`config.mk`:
```
export PLATFORM = sky130hd
export DESIGN_NAME = plab5_mcore_mem_net_out_queue
export DESIGN_NICKNAME = d
export VERILOG_FILES = /design/src/rtl/plab5_mcore_mem_net_out_queue_pkg.sv /design/src/rtl/plab5_mcore_mem_net_out_queue_ctrl.sv /design/src/rtl/plab5_mcore_mem_net_out_queue.sv
export SDC_FILE = /design/constraint.sdc
export NUM_CORES = 1
export LEC_CHECK = 0
export ABC_AREA = 0
export ABC_CLOCK_PERIOD_IN_PS = 3300
export CORE_ASPECT_RATIO = 0.5
export CORE_MARGIN = 2
export CORE_UTILIZATION = 30
export DETAILED_ROUTE_END_ITERATION = 10
export PLACE_DENSITY = 0.55
export RECOVER_POWER = 25
export SYNTH_ARGS = -nofsm -noshare
export SYNTH_HDL_FRONTEND = slang
export SYNTH_HIERARCHICAL = 1
export SYNTH_SLANG_ARGS = --single-unit
```
`constraint.sdc`:
```
create_clock -name clk -period 3.3 [get_ports clk]
set_input_delay 0.33 -clock clk [delete_from_list [all_inputs] [get_ports clk]]
set_output_delay 0.33 -clock clk [all_outputs]
set_load 0.1 [all_outputs]
```
`src/rtl/plab5_mcore_mem_net_out_queue_pkg.sv`:
```
// Shared defaults and helpers for the domain-tagged memory-network output queue.
package plab5_mcore_mem_net_out_queue_pkg;

   localparam int unsigned DFLT_CTRL_NBITS   = 45;
   localparam int unsigned DFLT_DATA_NBITS   = 32;
   localparam int unsigned DFLT_NUM_ENTRIES  = 2;
   localparam int unsigned RESP_CTRL_NBITS   = 13;

   localparam logic DOMAIN_L = 1'b0;
   localparam logic DOMAIN_H = 1'b1;

   function automatic bit is_pow2(input int unsigned n);
      return (n >= 2) && ((n & (n - 1)) == 0);
   endfunction

endpackage

```
`src/rtl/plab5_mcore_mem_net_out_queue_ctrl.sv`:
```
// Queue bookkeeping: pointers, occupancy count, ready/valid, and the
// enqueue/dequeue/scrub write enables for the storage in the top level.
module plab5_mcore_MemNetOutQueueCtrl
   import plab5_mcore_mem_net_out_queue_pkg::*;
#(
   parameter  int unsigned p_num_entries = DFLT_NUM_ENTRIES,
   localparam int unsigned AW            = $clog2(p_num_entries),
   localparam int unsigned CW            = AW + 1
)(
   input  logic          clk,
   input  logic          reset,
   input  logic          in_val,
   input  logic          out_rdy,
   output logic          in_rdy,
   output logic          out_val,
   output logic          enq_en,
   output logic          deq_en,
   output logic          scrub_en,
   output logic [AW-1:0] enq_ptr,
   output logic [AW-1:0] deq_ptr,
   output logic [AW-1:0] scrub_ptr
);

   localparam logic [CW-1:0] FULL_COUNT = CW'(p_num_entries);
   localparam logic [AW-1:0] LAST_PTR   = AW'(p_num_entries - 1);

   logic [CW-1:0] count;

   // Full/empty come only from count, never from pointer comparison.
   assign in_rdy    = (count != FULL_COUNT);
   assign out_val   = (count != '0);
   assign enq_en    = in_val & in_rdy;
   assign deq_en    = out_val & out_rdy;
   assign scrub_en  = deq_en;
   assign scrub_ptr = deq_ptr;

   always_ff @(posedge clk) begin
      if (reset) begin
         enq_ptr <= '0;
         deq_ptr <= '0;
         count   <= '0;
      end else begin
         if (enq_en)
            enq_ptr <= (enq_ptr == LAST_PTR) ? '0 : enq_ptr + AW'(1);
         if (deq_en)
            deq_ptr <= (deq_ptr == LAST_PTR) ? '0 : deq_ptr + AW'(1);
         case ({enq_en, deq_en})
            2'b10:   count <= count + CW'(1);
            2'b01:   count <= count - CW'(1);
            default: count <= count;
         endcase
      end
   end

endmodule

```
`src/rtl/plab5_mcore_mem_net_out_queue.sv`:
```
// Domain-tagged circular buffer between a memory-network port and a cache bank.
// Data and domain slots are scrubbed as entries leave so no secret data lingers.
module plab5_mcore_mem_net_out_queue
   import plab5_mcore_mem_net_out_queue_pkg::*;
#(
   parameter int unsigned p_ctrl_nbits  = DFLT_CTRL_NBITS,
   parameter int unsigned p_data_nbits  = DFLT_DATA_NBITS,
   parameter int unsigned p_num_entries = DFLT_NUM_ENTRIES
)(
   input  logic                    clk,
   input  logic                    reset,
   input  logic [p_ctrl_nbits-1:0] in_msg_control,
   input  logic [p_data_nbits-1:0] in_msg_data,
   input  logic                    in_val,
   output logic                    in_rdy,
   input  logic                    in_domain,
   output logic [p_ctrl_nbits-1:0] out_msg_control,
   output logic [p_data_nbits-1:0] out_msg_data,
   output logic                    out_val,
   input  logic                    out_rdy,
   output logic                    out_domain
);

   localparam int unsigned AW = $clog2(p_num_entries);

   if (!is_pow2(p_num_entries)) begin : g_bad_depth
      $error("p_num_entries must be a power of two and at least 2");
   end

   logic                    enq_en;
   logic                    deq_en;
   logic                    scrub_en;
   logic [AW-1:0]           enq_ptr;
   logic [AW-1:0]           deq_ptr;
   logic [AW-1:0]           scrub_ptr;

   logic [p_ctrl_nbits-1:0] ctrl_mem [p_num_entries];
   logic [p_data_nbits-1:0] data_mem [p_num_entries];
   logic                    dom_mem  [p_num_entries];

   plab5_mcore_MemNetOutQueueCtrl #(
      .p_num_entries (p_num_entries)
   ) ctrl (
      .clk       (clk),
      .reset     (reset),
      .in_val    (in_val),
      .out_rdy   (out_rdy),
      .in_rdy    (in_rdy),
      .out_val   (out_val),
      .enq_en    (enq_en),
      .deq_en    (deq_en),
      .scrub_en  (scrub_en),
      .enq_ptr   (enq_ptr),
      .deq_ptr   (deq_ptr),
      .scrub_ptr (scrub_ptr)
   );

   // Enqueue takes priority over scrub if both target the same slot on one edge.
   always_ff @(posedge clk) begin
      if (reset) begin
         for (int i = 0; i < int'(p_num_entries); i++) begin
            ctrl_mem[i] <= '0;
            data_mem[i] <= '0;
            dom_mem[i]  <= DOMAIN_L;
         end
      end else begin
         for (int i = 0; i < int'(p_num_entries); i++) begin
            if (enq_en && (enq_ptr == AW'(i))) begin
               ctrl_mem[i] <= in_msg_control;
               data_mem[i] <= in_msg_data;
               dom_mem[i]  <= in_domain;
            end else if (scrub_en && (scrub_ptr == AW'(i))) begin
               data_mem[i] <= '0;
               dom_mem[i]  <= DOMAIN_L;
            end
         end
      end
   end

   // Nothing from a slot is visible unless the queue holds an entry.
   always_comb begin
      out_msg_control = '0;
      out_msg_data    = '0;
      out_domain      = DOMAIN_L;
      if (out_val) begin
         out_msg_control = ctrl_mem[deq_ptr];
         out_msg_data    = data_mem[deq_ptr];
         out_domain      = dom_mem[deq_ptr];
      end
   end

endmodule

```
==> flow_metrics.tcl, run 1 <==
set metrics [dict create \
    outcome "complete, no violations" \
    cts_tree "yes" \
    max_cap_violation_count 0 \
    timing_max_transition_violations_final 0 \
    clock_tree.root_cell "sky130_fd_sc_hd__clkbuf_16" \
    final-instance-count-excl-fill 1085 \
    synth_cell_types 32 \
    power_leakage_nw 3.52 \
    postSynth.asyncResetShare 0 \
    pwr-share-clk 0.200 \
    synth.most_common_cell "sky130_fd_sc_hd__edfxtp_1" \
    ios 162 \
    synth_top_area_frac 0.464 \
    layout.area.seq_sq_um 4440 \
    post_route_cells_drive_above_1_share 0.303 \
    r2r-start "ctrl/enq_ptr" \
    timing.setup.critical_path_class "reg2reg" \
    synth_area_leader_cell "sky130_fd_sc_hd__edfxtp_1" \
    buffer_ports.inserted 161 \
    final.setup.tns_ns 0 \
    net-switching-power_w 0.00459 \
    firstDrtPassIters 4 \
    hold_path_class "in2reg" \
    postCtsResizedCells 0 \
    worst_hold_path.num_cells 2 \
    cts_max_level 4 \
    synth_enable_flop_cells 123 \
    power_frac_comb 0.509 \
    holdPathEnd "ctrl/count[0]" \
    swShare 0.484 \
    grt_antenna_before_repair 0 \
    register_to_register_path_setup_slack_ns 0.59 \
    synth.yosys.warnings 6 \
    ys_seq_area_frac 0.557 \
    timing.reg2reg.worst_path_depth 3 \
    syn_area_per_cell_sq_um 13.7 \
    total_die_area_sq_um 27900 \
    finalCoreUtilization 0.383 \
    place_worst_setup_slack_ns 0.919 \
    grt_max_degree 52 \
    cts.repair_timing.setup_buffer_count 0 \
    timing.critical_path.from_type "flip-flop" \
    timing.rr.end "data_mem[0][10]" \
    worstPathRequired_ns 3.47 \
    dieWidth_microns 234 \
    starting_utilization_of_the_core_area 0.303 \
    ir_worst_vdd_uv 650 \
    hold_viol 0 \
    nFillCells 2567 \
    yosys_most_used_dff "sky130_fd_sc_hd__edfxtp_1" \
    routed_wirelength_microns 19000 \
    cts_inserted_buffers 17 \
    synth_top_cells_by_area "sky130_fd_sc_hd__edfxtp_1, sky130_fd_sc_hd__mux2i_1, sky130_fd_sc_hd__dfxtp_1" \
    clock_buffer_depth 2 \
    power.density_nw_per_um2 944 \
    timing.max_slew.rel_slack 0.176 \
    grt_first_pass_wirelength_microns 28700 \
    final_nets 802 \
    place.gp.congestion 0.708 \
    dp.final_hpwl_microns 12000 \
    setup.worst_path.end_class "flip-flop" \
    pwr-share-seq 0.291 \
    clock_latency_ns 0.43 \
    dp.cells 1052 \
    core_sq_um 26300 \
    syn-num-nets 663 \
    setup_viol 0 \
    cts_hold_repair.buffers 0 \
    drt_via_density 4.59 \
    grt_setup_unrepaired "false" \
    synth.cells.most_frequent "sky130_fd_sc_hd__edfxtp_1, sky130_fd_sc_hd__nor2b_1, sky130_fd_sc_hd__mux2i_1" \
    postSynthCellCount 580 \
    std_cell_rows 42 \
    detailedRoute.firstIterationViolations 350 \
    netlist_area_sq_um 7960 \
    detailroute.via_count 4985 \
    route.antenna.remaining_nets 0 \
    area_growth_pct 26.3 \
    worst_clock_skew_ns 0.00467 \
    grt_pass1_vias 5050 \
    global_route.usage.total 0.137 \
    finalWorstPathRequiredPeriod_ns 2.71 \
    drc_markers 0 \
    p_int_w 0.00490 \
    path_max_fanout 34 \
    die_height_microns 119 \
    routed_wire_length_per_instance_microns 17.5 \
    total_gr_overflow 0 \
    tightest_slew_ns 1.23 \
    achievable-frequency_mhz 369 \
    area_occupied_by_multi_input_gates_sq_um 3000 \
    worst_setup_hold_path_clk_slew_ns 0.07 \
    cts_num_sinks 160 \
    postSynthRegisterBits 160 \
    worst_setup_slack_after_layout_ns 0.586 \
    final_min_period_over_clock_period 0.822 \
    timing.hold.worst.start "reset" \
    crit_arrival_ns 2.88 \
]
==> cell usage in the layout (no fill, tap or decap), drive strengths merged, types with 8 or more instances in the layout <==
cell type,instances
dfxtp,37
edfxtp,123
nor2b,80
nor3b,33
clkdlybuf4s50,81
mux2i,78
clkbuf,20
a21bo,33
a221oi,33
buf,94
nand3,33
clkinvlp,9
and2,46
inv,8
==> area by class of cell <==
type	instances	share of cell area
clock buffer	17	0.0423
antenna	1	0.000249
timing repair buffer	178	0.158
inverter	5	0.00187
sequential	160	0.441
tap	352	0.0438
multi-input combinational	357	0.298
clock inverter	15	0.0137
==> kinds of logic after synthesis <==
family          after synthesis  share of synthesized area
compound gates               73                      0.110
xor+xnor                      3                    0.00330
fa+ha+maj                     1                    0.00157
buf+inv                      63                     0.0526
flops                       160                      0.557
mux                          78                     0.0981
simple gates                202                      0.178
==> power groups by stage <==
| stage | sequential [W] | combinational [W] | clock [W] |
|---|---|---|---|
| after floorplan | 0.00269 | 0.00401 | 0 |
| after global placement | 0.00280 | 0.00490 | 0 |
| after detailed placement | 0.00280 | 0.00493 | 0 |
| after CTS | 0.00276 | 0.00493 | 0.00194 |
| after global routing | 0.00280 | 0.00504 | 0.00201 |
| final | 0.00276 | 0.00483 | 0.00190 |
==> state kept, by name, summed over array words and instances, names as in the netlist <==
register / count
ctrl_mem: 90
data_mem: 64
ctrl/count: 2
dom_mem: 2
ctrl/deq_ptr: 1
ctrl/enq_ptr: 1
==> routing by layer <==
metal | track usage | vias up | wire length [microns]
li1 | - | 2398 | -
met1 | 0.172 | 2513 | 8360
met2 | 0.235 | 59 | 9890
met3 | 0.0275 | 15 | 483
met4 | 0.0460 | 0 | 261
met5 | 0 | - | 0
==> worst max path at each step <==
stage / from / to / slack, ns / cells after the start
detailed placement: in_val / ctrl_mem[1][0] / 0.92 / 6
global placement: in_val / data_mem[0][21] / 0.91 / 5
global route: ctrl/enq_ptr / data_mem[0][8] / 0.31 / 3
floorplan: ctrl/count[0] / out_domain / 0.11 / 3
finish: ctrl/enq_ptr / data_mem[0][10] / 0.59 / 3
CTS: ctrl/count[0] / out_msg_data[11] / 0.64 / 4
==> worst max-delay path, cell delays in order (launching register included) <==
cell and delay (ns):
sky130_fd_sc_hd__dfxtp_1 1.14, sky130_fd_sc_hd__and3b_1 0.84, sky130_fd_sc_hd__clkbuf_2 0.38, sky130_fd_sc_hd__nor3b_1 0.08
==> through the flow <==
| stage | cell area, sq um | hold WS (ns) | power, W |
|---|---|---|---|
| finish | 10100 | 0.353 | 0.00949 |
| global route | 10100 | 0.369 | 0.00985 |
| CTS | 10200 | 0.383 | 0.00964 |
| detailed placement | 9670 | 0.528 | 0.00773 |
| global placement | 9670 | 0.492 | 0.00770 |
| floorplan | 8010 | 0.399 | 0.00671 |
(Power assumes the default switching activity.)
==> run 2: changes to the inputs <==
--- a/config.mk
+++ b/config.mk
@@ -6,12 +6,12 @@
 export NUM_CORES = 1
 export LEC_CHECK = 0
 export ABC_AREA = 0
-export ABC_CLOCK_PERIOD_IN_PS = 3300
+export ABC_CLOCK_PERIOD_IN_PS = 2220
 export CORE_ASPECT_RATIO = 0.5
 export CORE_MARGIN = 2
 export CORE_UTILIZATION = 30
 export DETAILED_ROUTE_END_ITERATION = 10
-export PLACE_DENSITY = 0.55
+export PLACE_DENSITY = 0.57
 export RECOVER_POWER = 25
 export SYNTH_ARGS = -nofsm -noshare
 export SYNTH_HDL_FRONTEND = slang
==> constraint.sdc (replaced) <==
create_clock -name clk -period 2.22 [get_ports clk]
set_input_delay 0.222 -clock clk [delete_from_list [all_inputs] [get_ports clk]]
set_output_delay 0.222 -clock clk [all_outputs]
set_load 0.1 [all_outputs]
==> run 2 against run 1 <==
Against the previous run: clock power increased by 74%; design area increased by 15%; die area unchanged; final cell count increased by 0.65%; combinational power increased by 94%; flip-flop and latch count unchanged; critical path depth increased by 1; first-iteration DRC count decreased by 11%; wire length increased by 1.0%; largest power group unchanged.
==> flow_metrics.tcl, run 2 (synthesized netlist as in run 1, its figures left out) <==
set metrics [dict create \
    timing.setup.critical_path_class "reg2out" \
    firstDrtPassIters 4 \
    register_to_register_path_setup_slack_ns 0.19 \
    std_cell_rows 42 \
    grt_max_degree 46 \
    largest_register_ffs 90 \
    finalWorstPathRequiredPeriod_ns 2.04 \
    power_leakage_nw 3.95 \
    cts_inserted_buffers 17 \
    clock_tree.root_cell "sky130_fd_sc_hd__clkbuf_16" \
    place.gp.congestion 0.719 \
    timing.max_slew.rel_slack 0.547 \
    routed_wirelength_microns 19200 \
    largest_register "ctrl_mem" \
    routed_wire_length_per_instance_microns 17.6 \
    layout_commonest_cell "sky130_fd_sc_hd__edfxtp_1" \
    crit_path_max_incr_delay_ns 0.40 \
    worst_clock_skew_ns 0.0100 \
    final_min_period_over_clock_period 0.919 \
    outcome "complete, no violations" \
    final_nets 810 \
    worst_hold_path.num_cells 2 \
    clock_buffer_depth 2 \
    core_sq_um 26300 \
    finalCoreUtilization 0.441 \
    cts_tree "yes" \
    worst_setup_slack_after_layout_ns 0.179 \
    max_cap_violation_count 0 \
    timing.hold.worst.start "reset" \
    timing.reg2reg.worst_path_depth 6 \
    drt_via_density 4.57 \
    power.density_nw_per_um2 1440 \
    global_route.usage.total 0.142 \
    r2r-start "ctrl/count[1]" \
    post_route_cells_drive_above_1_share 0.388 \
    setup.worst_path.end_class "output pin" \
    place_worst_setup_slack_ns 0.208 \
    cp_top_family "simple AND/OR/NAND/NOR gates" \
    area_growth_pct 45.4 \
    achievable-frequency_mhz 490 \
    setup_viol 0 \
    grt_first_pass_wirelength_microns 30200 \
    cts_max_level 4 \
    clock_latency_ns 0.43 \
    tightest_slew_ns 0.680 \
    timing.critical_path.from_type "flip-flop" \
    cts_num_sinks 160 \
    worstPathRequired_ns 2.00 \
    holdPathEnd "ctrl/deq_ptr" \
    detailedRoute.firstIterationViolations 311 \
    path_max_fanout 36 \
    total_die_area_sq_um 27900 \
    drc_markers 0 \
    ios 162 \
    diodes 0 \
    total_gr_overflow 0 \
    detailroute.via_count 4992 \
    crit_arrival_ns 1.82 \
    cp_num_buf_inv 2 \
    timing.rr.end "ctrl_mem[0][25]" \
    mostFrequentLayoutCells "sky130_fd_sc_hd__edfxtp_1, sky130_fd_sc_hd__buf_12, sky130_fd_sc_hd__clkdlybuf4s50_1" \
    hold_viol 0 \
    ir_worst_vdd_uv 600 \
    worst_setup_hold_path_clk_slew_ns 0.07 \
    timing.critical_path.cells "or2_4 > buf_12 > nor2b_2 > buf_12" \
    buffer_ports.inserted 161 \
    route.antenna.remaining_nets 0 \
    die_height_microns 119 \
    cpMostUsedCell "sky130_fd_sc_hd__buf_12" \
    dieWidth_microns 234 \
    hold_path_class "in2reg" \
    hold_ws_ns 0.0893 \
    dp.final_hpwl_microns 12700 \
    grt_pass1_vias 5318 \
    starting_utilization_of_the_core_area 0.303 \
    crit_slowest_cell "sky130_fd_sc_hd__dfxtp_2" \
    grt_antenna_before_repair 0 \
    largest_registers "ctrl_mem (90), data_mem (64)" \
    grt_setup_unrepaired "false" \
    timing_max_transition_violations_final 0 \
]
==> run 2: cell count changes in the layout (fill, tap and decap cells not counted), sizes merged <==
cell | previous run | this run
clkdlybuf4s50 | 81 | 80
clkbuf | 20 | 22
bufinv | 1 | 6
clkinv | 2 | 3
clkinvlp | 9 | 4
inv | 8 | 4
buf | 94 | 104
diode | 1 | 0
==> run 2: layout make-up <==
class	instances	area, sq um
timing repair buffer	186	2720
sequential	160	4440
inverter	5	20.0
fill	2359	14700
tap	352	440
multi-input combinational	357	3310
clock inverter	12	214
clock buffer	20	437
==> run 2: worst max-delay path by stage <==
stage / start / endpoint / slack [ns] / depth (start not counted)
6_report: ctrl/count[0] / out_msg_control[0] / 0.18 / 4
5_1_grt: ctrl/count[1] / ctrl_mem[0][28] / 0.05 / 6
4_1_cts: ctrl/deq_ptr / out_msg_control[41] / 0.01 / 4
3_5_place_dp: in_val / data_mem[0][8] / 0.21 / 4
3_3_place_gp: in_val / data_mem[0][8] / 0.24 / 4
2_1_floorplan: ctrl/count[0] / out_msg_control[44] / -0.04 / 3
==> run 2: worst register-to-register path: cells and delay by family, from the launching register on <==
kind	cells	cell delay, ns
AND/OR/NAND/NOR	2	0.21
AO/OA/AOI/OAI	1	0.60
buffers and inverters	3	0.55
flip-flops	1	0.34
==> run 2: repair_timing <==
item | in CTS | in global routing
resized for setup | 1 | 0
hold buffers | 0 | 0
setup buffers | 0 | 4
setup endpoints to repair | 1 | 8
==> run 2: routing by layer <==
metal / vias to the layer above / share of wire / track usage
met5: - / 0 / 0
met4: 0 / 0.013 / 0.0377
met3: 15 / 0.031 / 0.0342
met2: 64 / 0.52 / 0.246
met1: 2496 / 0.43 / 0.178
li1: 2417 / - / -
==> run 2: report_power, final <==
group	internal (W)	leakage (nW)	switching, W	total [W]
Clock	0.00210	0.303	0.00121	0.00330
Combinational	0.00357	2.03	0.00579	0.00936
Sequential	0.00383	1.62	0.000181	0.00401
Total	0.00950	3.95	0.00718	0.0167
==> run 2: metrics by stage <==
step | std cells | area, sq um | power, W | setup TNS [ns]
global placement | 1056 | 11100 | 0.0135 | 0
finish | 1092 | 11600 | 0.0167 | 0
detailed placement | 1056 | 11100 | 0.0135 | 0
CTS | 1088 | 11700 | 0.0169 | 0
global route | 1092 | 11600 | 0.0173 | 0
floorplan | 580 | 8320 | 0.0105 | -1.73
==> run 3: changes to the inputs <==
--- a/config.mk
+++ b/config.mk
@@ -11,6 +11,7 @@
 export CORE_MARGIN = 2
 export CORE_UTILIZATION = 30
 export DETAILED_ROUTE_END_ITERATION = 10
+export GPL_ROUTABILITY_DRIVEN = 0
 export PLACE_DENSITY = 0.57
 export RECOVER_POWER = 25
 export SYNTH_ARGS = -nofsm -noshare
==> results of run 3 <==
The final DEF is identical to that of run 2; final timing and power are the same.
